### config.mk
export PLATFORM = sky130hd
export DESIGN_NAME = fb_write_queue_flat
export DESIGN_NICKNAME = d
export VERILOG_FILES = /design/src/rtl/fb_write_queue_if.sv /design/src/rtl/fb_write_queue.sv /design/src/flat_wrapper.sv
export SDC_FILE = /design/constraint.sdc
export NUM_CORES = 1
export LEC_CHECK = 0
export CAP_MARGIN = 25
export CORE_MARGIN = 2
export CORE_UTILIZATION = 60
export DETAILED_ROUTE_END_ITERATION = 12
export GPL_TIMING_DRIVEN = 0
export PLACE_DENSITY_LB_ADDON = 0.15
export SYNTH_ARGS = -nofsm -noshare
export SYNTH_HDL_FRONTEND = slang
export SYNTH_SLANG_ARGS = --single-unit
export TNS_END_PERCENT = 10
### constraint.sdc
create_clock -name clk_pixel -period 8 [get_ports clk_pixel]
set_clock_uncertainty 0.2 [all_clocks]
set_input_delay 1.2 -clock clk_pixel [delete_from_list [all_inputs] [get_ports clk_pixel]]
set_output_delay 1.2 -clock clk_pixel [all_outputs]
set_load 0.005 [all_outputs]
### src/rtl/fb_write_queue_if.sv
// Bus bundle for fb_write_queue: CDC-side write pulses, scanout busy flag,
// RAM write port and status. The master drives the queue; the slave is the queue.
interface fb_write_queue_if #(
    parameter int FIFO_AW = 4,
    parameter int AW      = 12,
    parameter int DW      = 12
);
    logic [AW-1:0]      in_addr;
    logic [DW-1:0]      in_data;
    logic               in_we;
    logic               vid_busy;
    logic               ovf_clr;
    logic [AW-1:0]      ram_addr;
    logic [DW-1:0]      ram_wdata;
    logic               ram_we;
    logic [FIFO_AW:0]   fifo_level;
    logic               overflow;

    modport master (
        output in_addr, in_data, in_we, vid_busy, ovf_clr,
        input  ram_addr, ram_wdata, ram_we, fifo_level, overflow
    );

    modport slave (
        input  in_addr, in_data, in_we, vid_busy, ovf_clr,
        output ram_addr, ram_wdata, ram_we, fifo_level, overflow
    );
endinterface

### src/rtl/fb_write_queue.sv
// Pixel-domain write queue: buffers CDC write pulses and issues them to the frame
// buffer RAM only when scanout does not own the port. FBWQ_STATS_EN adds drop_cnt/hwm.
//
// state | meaning
// IDLE  | waiting for a queued entry and a free RAM port
// WRITE | ram_we high for the entry just popped
// GAP   | forced idle cycles after a write (WR_GAP of them)
module fb_write_queue #(
    parameter int FIFO_AW = 4,
    parameter int AW      = 12,
    parameter int DW      = 12,
    parameter int WR_GAP  = 1
) (
    input  logic                clk_pixel,
    input  logic                rst_pixel_n,
    fb_write_queue_if.slave     bus
`ifdef FBWQ_STATS_EN
    ,
    output logic [15:0]         drop_cnt,
    output logic [FIFO_AW:0]    hwm
`endif
);
    localparam int DEPTH = 2**FIFO_AW;
    localparam logic [2:0] GAP_LOAD = (WR_GAP == 0) ? 3'd0 : 3'(WR_GAP - 1);

    typedef enum logic [1:0] {IDLE, WRITE, GAP} state_t;

    state_t              state, state_nxt;
    logic [2:0]          gap_cnt, gap_cnt_nxt;
    logic [AW+DW-1:0]    mem [DEPTH];
    logic [AW+DW-1:0]    head;
    logic [FIFO_AW:0]    wr_ptr, rd_ptr, wr_ptr_nxt, rd_ptr_nxt;
    logic                empty, full, pop, push, drop, ram_we_nxt;

    assign empty = (wr_ptr == rd_ptr);
    assign full  = (wr_ptr[FIFO_AW] != rd_ptr[FIFO_AW]) &&
                   (wr_ptr[FIFO_AW-1:0] == rd_ptr[FIFO_AW-1:0]);
    assign head  = mem[rd_ptr[FIFO_AW-1:0]];

    // A push into a full FIFO survives when the head leaves in the same cycle.
    assign push = bus.in_we && (!full || pop);
    assign drop = bus.in_we && full && !pop;

    assign wr_ptr_nxt     = push ? wr_ptr + 1'b1 : wr_ptr;
    assign rd_ptr_nxt     = pop  ? rd_ptr + 1'b1 : rd_ptr;
    assign bus.fifo_level = wr_ptr - rd_ptr;

    always_comb begin
        state_nxt   = state;
        gap_cnt_nxt = gap_cnt;
        pop         = 1'b0;
        ram_we_nxt  = 1'b0;
        case (state)
            IDLE: begin
                if (!empty && !bus.vid_busy) begin
                    pop        = 1'b1;
                    ram_we_nxt = 1'b1;
                    state_nxt  = WRITE;
                end
            end
            WRITE: begin
                if (WR_GAP == 0) begin
                    state_nxt = IDLE;
                end else begin
                    state_nxt   = GAP;
                    gap_cnt_nxt = GAP_LOAD;
                end
            end
            GAP: begin
                if (gap_cnt == 3'd0) state_nxt = IDLE;
                else                 gap_cnt_nxt = gap_cnt - 1'b1;
            end
            default: state_nxt = IDLE;
        endcase
    end

    always_ff @(posedge clk_pixel or negedge rst_pixel_n) begin
        if (!rst_pixel_n) begin
            state   <= IDLE;
            gap_cnt <= 3'd0;
        end else begin
            state   <= state_nxt;
            gap_cnt <= gap_cnt_nxt;
        end
    end

    always_ff @(posedge clk_pixel or negedge rst_pixel_n) begin
        if (!rst_pixel_n) begin
            wr_ptr        <= '0;
            rd_ptr        <= '0;
            bus.ram_addr  <= '0;
            bus.ram_wdata <= '0;
            bus.ram_we    <= 1'b0;
            bus.overflow  <= 1'b0;
        end else begin
            wr_ptr     <= wr_ptr_nxt;
            rd_ptr     <= rd_ptr_nxt;
            bus.ram_we <= ram_we_nxt;
            if (pop) {bus.ram_addr, bus.ram_wdata} <= head;
            if (drop)             bus.overflow <= 1'b1;
            else if (bus.ovf_clr) bus.overflow <= 1'b0;
        end
    end

    always_ff @(posedge clk_pixel) begin
        if (push) mem[wr_ptr[FIFO_AW-1:0]] <= {bus.in_addr, bus.in_data};
    end

`ifdef FBWQ_STATS_EN
    logic [FIFO_AW:0] level_nxt;
    assign level_nxt = wr_ptr_nxt - rd_ptr_nxt;

    always_ff @(posedge clk_pixel or negedge rst_pixel_n) begin
        if (!rst_pixel_n) begin
            drop_cnt <= 16'd0;
            hwm      <= '0;
        end else begin
            if (bus.ovf_clr)
                drop_cnt <= drop ? 16'd1 : 16'd0;
            else if (drop && drop_cnt != 16'hFFFF)
                drop_cnt <= drop_cnt + 1'b1;
            if (level_nxt > hwm) hwm <= level_nxt;
        end
    end
`endif
endmodule

### src/flat_wrapper.sv
// flat-port wrapper written by rule: the top's interface ports become plain ports
module fb_write_queue_flat 
#(
    parameter int FIFO_AW = 4,
    parameter int AW      = 12,
    parameter int DW      = 12,
    parameter int WR_GAP  = 1
)
  (clk_pixel, rst_pixel_n, bus_in_addr, bus_in_data, bus_in_we, bus_vid_busy, bus_ovf_clr, bus_ram_addr, bus_ram_wdata, bus_ram_we, bus_fifo_level, bus_overflow);
  fb_write_queue_if #(.FIFO_AW(FIFO_AW), .AW(AW), .DW(DW)) bus_i ();
  input  logic clk_pixel;
  input  logic rst_pixel_n;
  input wire logic [$bits(bus_i.in_addr)-1:0] bus_in_addr;
  input wire logic [$bits(bus_i.in_data)-1:0] bus_in_data;
  input wire logic [$bits(bus_i.in_we)-1:0] bus_in_we;
  input wire logic [$bits(bus_i.vid_busy)-1:0] bus_vid_busy;
  input wire logic [$bits(bus_i.ovf_clr)-1:0] bus_ovf_clr;
  output wire logic [$bits(bus_i.ram_addr)-1:0] bus_ram_addr;
  output wire logic [$bits(bus_i.ram_wdata)-1:0] bus_ram_wdata;
  output wire logic [$bits(bus_i.ram_we)-1:0] bus_ram_we;
  output wire logic [$bits(bus_i.fifo_level)-1:0] bus_fifo_level;
  output wire logic [$bits(bus_i.overflow)-1:0] bus_overflow;
  assign bus_i.in_addr = bus_in_addr;
  assign bus_i.in_data = bus_in_data;
  assign bus_i.in_we = bus_in_we;
  assign bus_i.vid_busy = bus_vid_busy;
  assign bus_i.ovf_clr = bus_ovf_clr;
  assign bus_ram_addr = bus_i.ram_addr;
  assign bus_ram_wdata = bus_i.ram_wdata;
  assign bus_ram_we = bus_i.ram_we;
  assign bus_fifo_level = bus_i.fifo_level;
  assign bus_overflow = bus_i.overflow;
  fb_write_queue #(.FIFO_AW(FIFO_AW), .AW(AW), .DW(DW), .WR_GAP(WR_GAP)) u_core (.clk_pixel(clk_pixel), .rst_pixel_n(rst_pixel_n), .bus(bus_i));
endmodule
==> results of run 1 <==
[metal layers]
| metal | GRT usage (%) | up-vias |
|---|---|---|
| met5 | 0 | - |
| met4 | 6.949 | 0 |
| met2 | 43.67 | 367 |
| met3 | 3.609 | 59 |
| li1 | - | 3885 |
| met1 | 38.24 | 4526 |
[power breakdown]
part	total (mW)	internal, mW	switching [mW]
Combinational	2.28	0.954	1.33
Sequential	2.83	2.72	0.107
Clock	1.97	1.17	0.803
[cell usage after synthesis, drive strengths merged]
library cell and number:
mux4 24, a221oi 24, inv 14, clkbuf 7
dfrtp 41, o22ai 48, o2bb2ai 2, a31oi 24
nor2b 2, nor4b 1, a21boi 2, edfxtp 384
or3b 1, ha 11, nor2 63, nor3 8
buf 45, mux2i 144, a21o 2, mux2 1
nand3 1, a21oi 5, fa 1, xnor2 11
and4 1, o21ai 28, xor2 1, o311ai 1
nand2b 2, nand2 9, nand4 4, o31a 1
nand3b 3
[state kept, by name (all words and copies together) (netlist names)]
register and cells:
u_core.bus.ram_we 1, u_core.bus.overflow 1, u_core.mem 384, u_core.state 2
u_core.bus.ram_wdata 12, u_core.wr_ptr 5, u_core.rd_ptr 5, u_core.bus.ram_addr 12
u_core.gap_cnt 3
[metrics by stage]
step	std cells	power [mW]	worst slack (ns)
2_1_floorplan	916	4.247	3.789
6_report	1440	7.080	3.259
5_1_grt	1440	7.353	3.060
3_5_place_dp	1363	5.146	3.817
3_3_place_gp	1347	5.025	1.421
4_1_cts	1440	7.108	3.220
[kinds of logic after synthesis]
family,share of synthesized area [%]
AOI/OAI and AO/OA,6.226
DFF,75.37
and+or+nand+nor,2.553
buffers and inverters,2.261
adders and majority gates,0.9463
xor gates and xnor gates,0.6759
muxes,11.96
[worst paths after layout]
kind	end	slack, ns	cells past startpoint
setup / recovery	bus_fifo_level[3]	3.26	9
hold / removal	u_core.gap_cnt[1]$_DFFE_PN0P_	0.32	1
setup reg to reg	u_core.mem[1][6]$_DFFE_PP_	3.79	10
hold reg to reg	u_core.gap_cnt[1]$_DFFE_PN0P_	0.32	1
max in group asynchronous	u_core.bus.ram_wdata[11]$_DFFE_PN0P_	6.58	2
min in group asynchronous	u_core.gap_cnt[2]$_DFFE_PN0P_	0.44	1
[critical path, stage by stage, from the launching register on]
cell and delay [ns]:
dfrtp_1 0.41, buf_2 0.22, buf_4 0.25, buf_2 0.36, inv_1 0.14, ha_1 0.36
a21o_1 0.21, a21oi_1 0.18, xnor2_1 0.15, clkdlybuf4s50_1 0.52
[cell type report]
cell class | instances | area, sq um | share of cell area [%]
tap | 372 | 465.4 | 2.388
buffer | 52 | 324.1 | 1.663
inverter | 14 | 52.55 | 0.2696
timing repair buffer | 75 | 877.1 | 4.500
clock buffer | 58 | 1185 | 6.080
multi-input combinational | 425 | 3836 | 19.68
sequential | 425 | 12560 | 64.43
clock inverter | 19 | 192.7 | 0.9886
==> flow_metrics.env, run 1 <==
export IMPL_grt_pass1_wl_mm=55.83
export IMPL_worst_pin_slew_ns=0.9872
export IMPL_worstHoldStart="u_core.gap_cnt[1]$_DFFE_PN0P_"
export IMPL_clock_latency_ns=0.53
export IMPL_setup_viol=0
export IMPL_met1Wirelength_mm=15.72
export IMPL_fin_nets=1076
export IMPL_wirelength_mm=37.23
export IMPL_fillCellCount=1657
export IMPL_end_kind="output port"
export IMPL_rsz0062_at_grt="no"
export IMPL_worstSetupStartpointType="register"
export IMPL_ant_nets=0
export IMPL_yosys_area_top_type="edfxtp_1"
export IMPL_p_leak_nw=6.672
export IMPL_worst_ep_required_time_ns=6.60
export IMPL_portBuffers=59
export IMPL_die_w_microns=170.6
export IMPL_grt_overflow=0
export IMPL_synthesis_instances=916
export IMPL_final_util_pct=71.92
export IMPL_timing_hold_violations_final=0
export IMPL_slew_viol_final=0
export IMPL_timing_final_crit_share_pct=59.27
export IMPL_fp_dieH_microns=170.6
export IMPL_yosysTopAreaCellShare_pct=69.22
export IMPL_ys_types=42
export IMPL_cp_max_fo=10
export IMPL_dr_total_vias=8837
export IMPL_cts_max_level=2
export IMPL_groute_usage_overall_pct=26.59
export IMPL_grt_start_max_net_pins=26
export IMPL_path_class="register to output port"
export IMPL_core_area_sq_um=27100
export IMPL_syn_nets=957
export IMPL_wire_per_inst_microns=25.85
export IMPL_ys_ff_latch=425
export IMPL_cts_tree="yes"
export IMPL_numCtsBuffers=42
export IMPL_antenna_found_initial=0
export IMPL_row_count=60
export IMPL_viasPerCell=6.137
export IMPL_ir_drop_mv=0.2192
export IMPL_status="finished, final reports clean"
export IMPL_syn_avg_cell_area_sq_um=18.19
export IMPL_die_area_sq_um=29110
export IMPL_cts_reportedPaths_clkPinSlew_ns=0.06
export IMPL_min_path_type="register to register"
export IMPL_dr_pass1_iters=5
export IMPL_post_cts_buffers=0
export IMPL_critPathLaunch="u_core.rd_ptr[1]$_DFFE_PN0P_"
export IMPL_dp_hpwl_mm=23.23
export IMPL_fmax_mhz=210.9
export IMPL_post_dp_cell_area_sq_um=18110
export IMPL_dr_wl_met3_mm=2.539
export IMPL_gp_congestion=0.7763
export IMPL_drive_gt1_share_pct=17.23
export IMPL_clockBufferDepth=3
export IMPL_syn2layout_area_growth_pct=16.99
export IMPL_grt_pass1_vias=9060
export IMPL_postLayoutCellArea_sq_um=19490
export IMPL_start_util_pct=61.47
export IMPL_critPathArrivalTime_ns=3.34
export IMPL_drc=0
export IMPL_antenna_cells=0
export IMPL_r2r_start="u_core.rd_ptr[1]$_DFFE_PN0P_"
export IMPL_final_cell_mix="edfxtp_1 (384), mux2i_1 (144), clkdlybuf4s50_1 (58)"
export IMPL_max_slew_margin_pct=34.03
export IMPL_yosysWarningCount=0
export IMPL_tns_ns=0
export IMPL_yosys_top_cells_area="edfxtp_1 (69%), mux2i_1 (8.7%), dfrtp_1 (6.2%)"
export IMPL_cts_resized=0
export IMPL_final_common_cell="edfxtp_1"
export IMPL_post_route_min_period_ns=4.741
export IMPL_clock_sinks=425
export IMPL_max_cap_violations=0
export IMPL_synth_cell_area_sq_um=16660
export IMPL_yosysSeqAreaShare_pct=75.37
export IMPL_ioPinCount=60
export IMPL_cts_hold_buffers=0
export IMPL_cts_root_buf="clkbuf_16"
export IMPL_top_layer_used="met4"
export IMPL_drtIter0Drc=862
export IMPL_whs_ns=0.3236
export IMPL_wl_met2_mm=18.19
export IMPL_powerDensity_nw_per_um2=363.2
Note: power is estimated with default switching activity, not from simulation.
==> inputs of run 2 (changes only) <==
==> constraint.sdc (replaced) <==
create_clock -name clk_pixel -period 4.6 [get_ports clk_pixel]
set_clock_uncertainty 0.2 [all_clocks]
set_input_delay 0.69 -clock clk_pixel [delete_from_list [all_inputs] [get_ports clk_pixel]]
set_output_delay 0.69 -clock clk_pixel [all_outputs]
set_load 0.005 [all_outputs]
==> run 2 against run 1 <==
  * Flip-flop and latch count unchanged
  * Clock-buffer cell count unchanged
  * Sequential share of layout area about the same
  * Total power increased by 74%
  * Highest routed layer unchanged
  * First-iteration DRC count increased by 6.5%
  * Hold slack about the same
  * Final area about the same
==> flow_metrics.env, run 2 (synthesis results as in run 1) <==
export IMPL_status="finished, final reports clean"
export IMPL_ant_nets=0
export IMPL_max_slew_margin_pct=34.08
export IMPL_drtIter0Drc=918
export IMPL_largest_reg_flops=384
export IMPL_wirelength_mm=37.27
export IMPL_numCtsBuffers=42
export IMPL_die_area_sq_um=29110
export IMPL_post_route_min_period_ns=4.240
export IMPL_cts_reportedPaths_clkPinSlew_ns=0.06
export IMPL_cp_max_fo=10
export IMPL_ff2ff_path_depth=10
export IMPL_max_cap_violations=0
export IMPL_setup_viol=0
export IMPL_whs_ns=0.3236
export IMPL_fp_dieH_microns=170.6
export IMPL_end_kind="register"
export IMPL_grt_pass1_vias=9060
export IMPL_fin_nets=1077
export IMPL_critPathArrivalTime_ns=4.26
export IMPL_drc=0
export IMPL_post_dp_cell_area_sq_um=18110
export IMPL_drive_gt1_share_pct=17.21
export IMPL_path_class="register to register"
export IMPL_timing_hold_violations_final=0
export IMPL_groute_usage_overall_pct=26.59
export IMPL_r2r_start="u_core.rd_ptr[1]$_DFFE_PN0P_"
export IMPL_post_cts_buffers=0
export IMPL_ioPinCount=60
export IMPL_r2r_slack_ns=0.36
export IMPL_cts_root_buf="clkbuf_16"
export IMPL_syn2layout_area_growth_pct=17.05
export IMPL_postLayoutCellArea_sq_um=19500
export IMPL_cts_max_level=2
export IMPL_dp_hpwl_mm=23.23
export IMPL_core_area_sq_um=27100
export IMPL_fmax_mhz=235.9
export IMPL_viasPerCell=6.137
export IMPL_wire_per_inst_microns=25.86
export IMPL_worst_slack_ns=0.3602
export IMPL_timing_final_crit_share_pct=92.17
export IMPL_start_util_pct=61.47
export IMPL_rsz0062_at_grt="no"
export IMPL_row_count=60
export IMPL_antenna_found_initial=0
export IMPL_clock_sinks=425
export IMPL_cts_tree="yes"
export IMPL_power_mw=12.31
export IMPL_ir_drop_mv=0.3814
export IMPL_gp_congestion=0.7763
export IMPL_final_cell_mix="edfxtp_1 (384), mux2i_1 (144), clkdlybuf4s50_1 (58)"
export IMPL_clock_latency_ns=0.53
export IMPL_portBuffers=59
export IMPL_powerDensity_nw_per_um2=631.2
export IMPL_dr_pass1_iters=8
export IMPL_min_path_type="register to register"
export IMPL_worst_ep_required_time_ns=4.62
export IMPL_p_leak_nw=6.676
export IMPL_critPathLaunch="u_core.rd_ptr[1]$_DFFE_PN0P_"
export IMPL_worstSetupStartpointType="register"
export IMPL_dr_total_vias=8843
export IMPL_final_common_cell="edfxtp_1"
export IMPL_slew_viol_final=0
export IMPL_cp_endpoint="u_core.mem[1][3]$_DFFE_PP_"
export IMPL_grt_start_max_net_pins=26
export IMPL_grt_overflow=0
export IMPL_grt_pass1_wl_mm=55.83
export IMPL_antenna_cells=0
export IMPL_place_ws_ns=0.4174
export IMPL_reg2reg_to="u_core.mem[1][3]$_DFFE_PP_"
export IMPL_clockBufferDepth=3
export IMPL_worst_pin_slew_ns=0.9864
export IMPL_die_w_microns=170.6
run 2: cell types whose count changed in the layout (fill, tap and decap cells not counted), sizes merged:
cell         before  now
dlygate4sd3       0    1
run 2: where the power goes:
group          total [mW]  switching [mW]  internal (mW)
Sequential           4.92           0.187           4.73
Clock                3.42            1.40           2.03
Combinational        3.97            2.31           1.66
Total                12.3            3.89           8.42
run 2: area by class of cell:
type / count / area (sq um)
buffer: 52 / 324.1
clock buffer: 58 / 1185
clock inverter: 19 / 192.7
fill: 1656 / 7601
inverter: 14 / 52.55
multi-input combinational: 425 / 3836
sequential: 425 / 12560
tap: 372 / 465.4
timing repair buffer: 76 / 887.1
run 2: routing by layer:
| metal | part of all wire, % | wire [microns] | global-route usage (%) | vias to the layer above |
|---|---|---|---|---|
| li1 | - | - | - | 3890 |
| met1 | 42 | 15600 | 38.24 | 4530 |
| met2 | 49 | 18240 | 43.67 | 362 |
| met3 | 7.1 | 2636 | 3.609 | 61 |
| met4 | 2.1 | 797 | 6.949 | 0 |
| met5 | 0 | 0 | 0 | - |
run 2: what timing repair did:
action | 4_1_cts | 5_1_grt
hold endpoints to repair | 16 | 0
hold buffers | 1 | 0
resized for setup | 0 | 0
run 2: worst min path at each step:
stage	cells past startpoint	start	end
floorplan	0	rst_pixel_n	u_core.bus.overflow$_DFFE_PN0P_
global placement	1	u_core.gap_cnt[1]$_DFFE_PN0P_	u_core.gap_cnt[1]$_DFFE_PN0P_
detailed placement	1	u_core.gap_cnt[1]$_DFFE_PN0P_	u_core.gap_cnt[1]$_DFFE_PN0P_
CTS	1	u_core.gap_cnt[1]$_DFFE_PN0P_	u_core.gap_cnt[1]$_DFFE_PN0P_
global route	1	u_core.gap_cnt[1]$_DFFE_PN0P_	u_core.gap_cnt[1]$_DFFE_PN0P_
finish	1	u_core.gap_cnt[1]$_DFFE_PN0P_	u_core.gap_cnt[1]$_DFFE_PN0P_
run 2: worst max-delay path: stages, from the launching register on:
cell	delay (ns)
dfrtp_1	0.41
buf_2	0.22
buf_4	0.25
buf_2	0.37
inv_1	0.15
ha_1	0.36
nand4_1	0.21
o31a_1	0.33
nand2_1	0.29
nor3_2	0.78
buf_4	0.36
run 2: stage by stage:
| step | utilization [%] | setup TNS (ns) | instances |
|---|---|---|---|
| 6_report | 71.95 | 0 | 1441 |
| 3_5_place_dp | 66.83 | 0 | 1363 |
| 4_1_cts | 71.95 | 0 | 1441 |
| 5_1_grt | 71.95 | 0 | 1441 |
| 2_1_floorplan | - | 0 | 916 |
| 3_3_place_gp | 65.37 | -286.77 | 1347 |
==> inputs of run 3 (changes only) <==
--- a/config.mk
+++ b/config.mk
@@ -7,7 +7,7 @@
 export LEC_CHECK = 0
 export CAP_MARGIN = 25
 export CORE_MARGIN = 2
-export CORE_UTILIZATION = 60
+export CORE_UTILIZATION = 50
 export DETAILED_ROUTE_END_ITERATION = 12
 export GPL_TIMING_DRIVEN = 0
 export PLACE_DENSITY_LB_ADDON = 0.15
==> run 3 against run 2 <==
  * Die area grew 20%
  * Largest cell class unchanged
  * Via count fell by 1.3%
  * Register-to-register slack improved by 0.03 ns
  * Global-route usage down 4.7 points
  * Sequential power about the same
  * Critical path type unchanged
  * Largest power group unchanged
  * Worst setup slack better by 0.033 ns
==> flow_metrics.env, run 3 (synthesis results as in run 1) <==
export IMPL_cts_max_level=2
export IMPL_grt_pass1_vias=8765
export IMPL_cts_reportedPaths_clkPinSlew_ns=0.06
export IMPL_end_kind="register"
export IMPL_numCtsBuffers=44
export IMPL_slew_viol_final=0
export IMPL_cp_max_fo=10
export IMPL_reg2reg_to="u_core.mem[2][7]$_DFFE_PP_"
export IMPL_cts_tree="yes"
export IMPL_path_class="register to register"
export IMPL_portBuffers=59
export IMPL_viasPerCell=5.747
export IMPL_cp_common_cell="buf_2"
export IMPL_ant_nets=0
export IMPL_post_cts_buffers=0
export IMPL_r2r_slack_ns=0.39
export IMPL_ff2ff_path_depth=11
export IMPL_drtIter0Drc=863
export IMPL_wirelength_mm=37.75
export IMPL_dr_total_vias=8730
export IMPL_start_util_pct=50.95
export IMPL_core_area_sq_um=32700
export IMPL_post_route_min_period_ns=4.207
export IMPL_p_leak_nw=6.746
export IMPL_grt_pass1_wl_mm=56.14
export IMPL_gp_congestion=0.7288
export IMPL_worstSetupStartpointType="register"
export IMPL_fin_cells=1519
export IMPL_final_cell_mix="edfxtp_1 (384), mux2i_1 (144), clkdlybuf4s50_1 (58)"
export IMPL_cts_resized=0
export IMPL_setup_viol=0
export IMPL_postLayoutCellArea_sq_um=19740
export IMPL_max_slew_margin_pct=36.69
export IMPL_drive_gt1_share_pct=17.73
export IMPL_cts_root_buf="clkbuf_16"
export IMPL_critPathLaunch="u_core.rd_ptr[1]$_DFFE_PN0P_"
export IMPL_dp_cells=1437
export IMPL_grt_start_max_net_pins=26
export IMPL_fmax_mhz=237.7
export IMPL_grt_overflow=0
export IMPL_antenna_cells=0
export IMPL_largest_reg_flops=384
export IMPL_wire_per_inst_microns=24.85
export IMPL_timing_hold_violations_final=0
export IMPL_dp_hpwl_mm=24.48
export IMPL_clock_latency_ns=0.54
export IMPL_drc=0
export IMPL_clockBufferDepth=3
export IMPL_timing_final_crit_share_pct=91.46
export IMPL_final_common_cell="edfxtp_1"
export IMPL_syn2layout_area_growth_pct=18.51
export IMPL_cp_endpoint="u_core.mem[2][7]$_DFFE_PP_"
export IMPL_fin_nets=1083
export IMPL_dr_pass1_iters=5
export IMPL_worst_ep_required_time_ns=4.65
export IMPL_antenna_found_initial=0
export IMPL_status="finished, final reports clean"
export IMPL_cpPeakStageDelay_ns=0.75
export IMPL_row_count=66
export IMPL_worst_pin_slew_ns=0.9445
export IMPL_r2r_start="u_core.rd_ptr[1]$_DFFE_PN0P_"
export IMPL_post_dp_cell_area_sq_um=18310
export IMPL_ioPinCount=60
export IMPL_die_area_sq_um=34800
export IMPL_groute_usage_overall_pct=21.85
export IMPL_clock_sinks=425
export IMPL_path_cells="buf_2 > buf_4 > buf_2 > inv_1 > ha_1 > nand4_1 > o31a_1 > nand2_1 > nor3_2 > buf_8 > buf_6"
export IMPL_min_path_type="register to register"
export IMPL_rsz0062_at_grt="no"
export IMPL_ir_drop_mv=0.3881
export IMPL_die_w_microns=186.5
export IMPL_max_cap_violations=0
export IMPL_fp_dieH_microns=186.5
export IMPL_critPathArrivalTime_ns=4.25
export IMPL_powerDensity_nw_per_um2=627.1
export IMPL_slowest_stage="nor3_2"
-- run 3: worst min-delay path by stage --
stage                                              from                               to  slack (ns)  cells past startpoint
final                      u_core.wr_ptr[4]$_DFFE_PN0P_     u_core.wr_ptr[4]$_DFFE_PN0P_        0.32                      1
after global routing       u_core.rd_ptr[4]$_DFFE_PN0P_     u_core.rd_ptr[4]$_DFFE_PN0P_        0.34                      1
after CTS                 u_core.gap_cnt[1]$_DFFE_PN0P_    u_core.gap_cnt[1]$_DFFE_PN0P_        0.33                      1
after detailed placement  u_core.gap_cnt[1]$_DFFE_PN0P_    u_core.gap_cnt[1]$_DFFE_PN0P_        0.31                      1
after global placement    u_core.gap_cnt[1]$_DFFE_PN0P_    u_core.gap_cnt[1]$_DFFE_PN0P_        0.31                      1
after floorplan                             rst_pixel_n  u_core.bus.overflow$_DFFE_PN0P_        0.19                      0
-- run 3: per-stage QoR --
step	utilization (%)	hold WS (ns)	total power [mW]	setup TNS, ns	worst slack, ns
after floorplan	-	0.1944	7.386	0	0.3891
after global placement	54.44	0.3066	8.788	-343.94	-2.169
after detailed placement	55.99	0.3117	8.986	0	0.3626
after CTS	60.37	0.3252	12.46	0	0.3588
after global routing	60.37	0.3389	12.94	0	0.1710
final	60.37	0.3224	12.38	0	0.3930
-- run 3: power breakdown --
group          leakage (nW)  switching (mW)  internal, mW
Combinational          2.11            2.31          1.68
Clock                 0.696            1.42          2.07
Sequential             3.94           0.175          4.73
Total                  6.75            3.90          8.48
-- run 3: critical path: cells and delay by family (launching register included) --
kind | cells | cell delay [ns]
AND/OR/NAND/NOR | 3 | 1.24
buffers and inverters | 6 | 1.39
flip-flops | 1 | 0.41
AO/OA/AOI/OAI | 1 | 0.32
adder cells (fa/ha/maj) | 1 | 0.36
-- run 3: cell type report --
class                      instances  area, sq um
buffer                            52        324.1
clock buffer                      58         1206
clock inverter                    23        217.7
fill                            2420        12960
inverter                          14        52.55
multi-input combinational        425         3836
sequential                       425        12560
tap                              442        553.0
timing repair buffer              80        996.0
-- run 3: routing by layer --
metal	GRT usage, %	wire [microns]	vias up	part of all wire, %
li1	-	-	3907	-
met1	30.72	16340	4452	43
met2	35.16	18100	299	48
met3	4.006	2416	72	6.4
met4	6.654	898	0	2.4
met5	0	0	-	0
-- run 3: timing repair --
action                     CTS  global route
hold endpoints to repair    16             0
setup endpoints to repair    0             0
hold buffers                 1             0
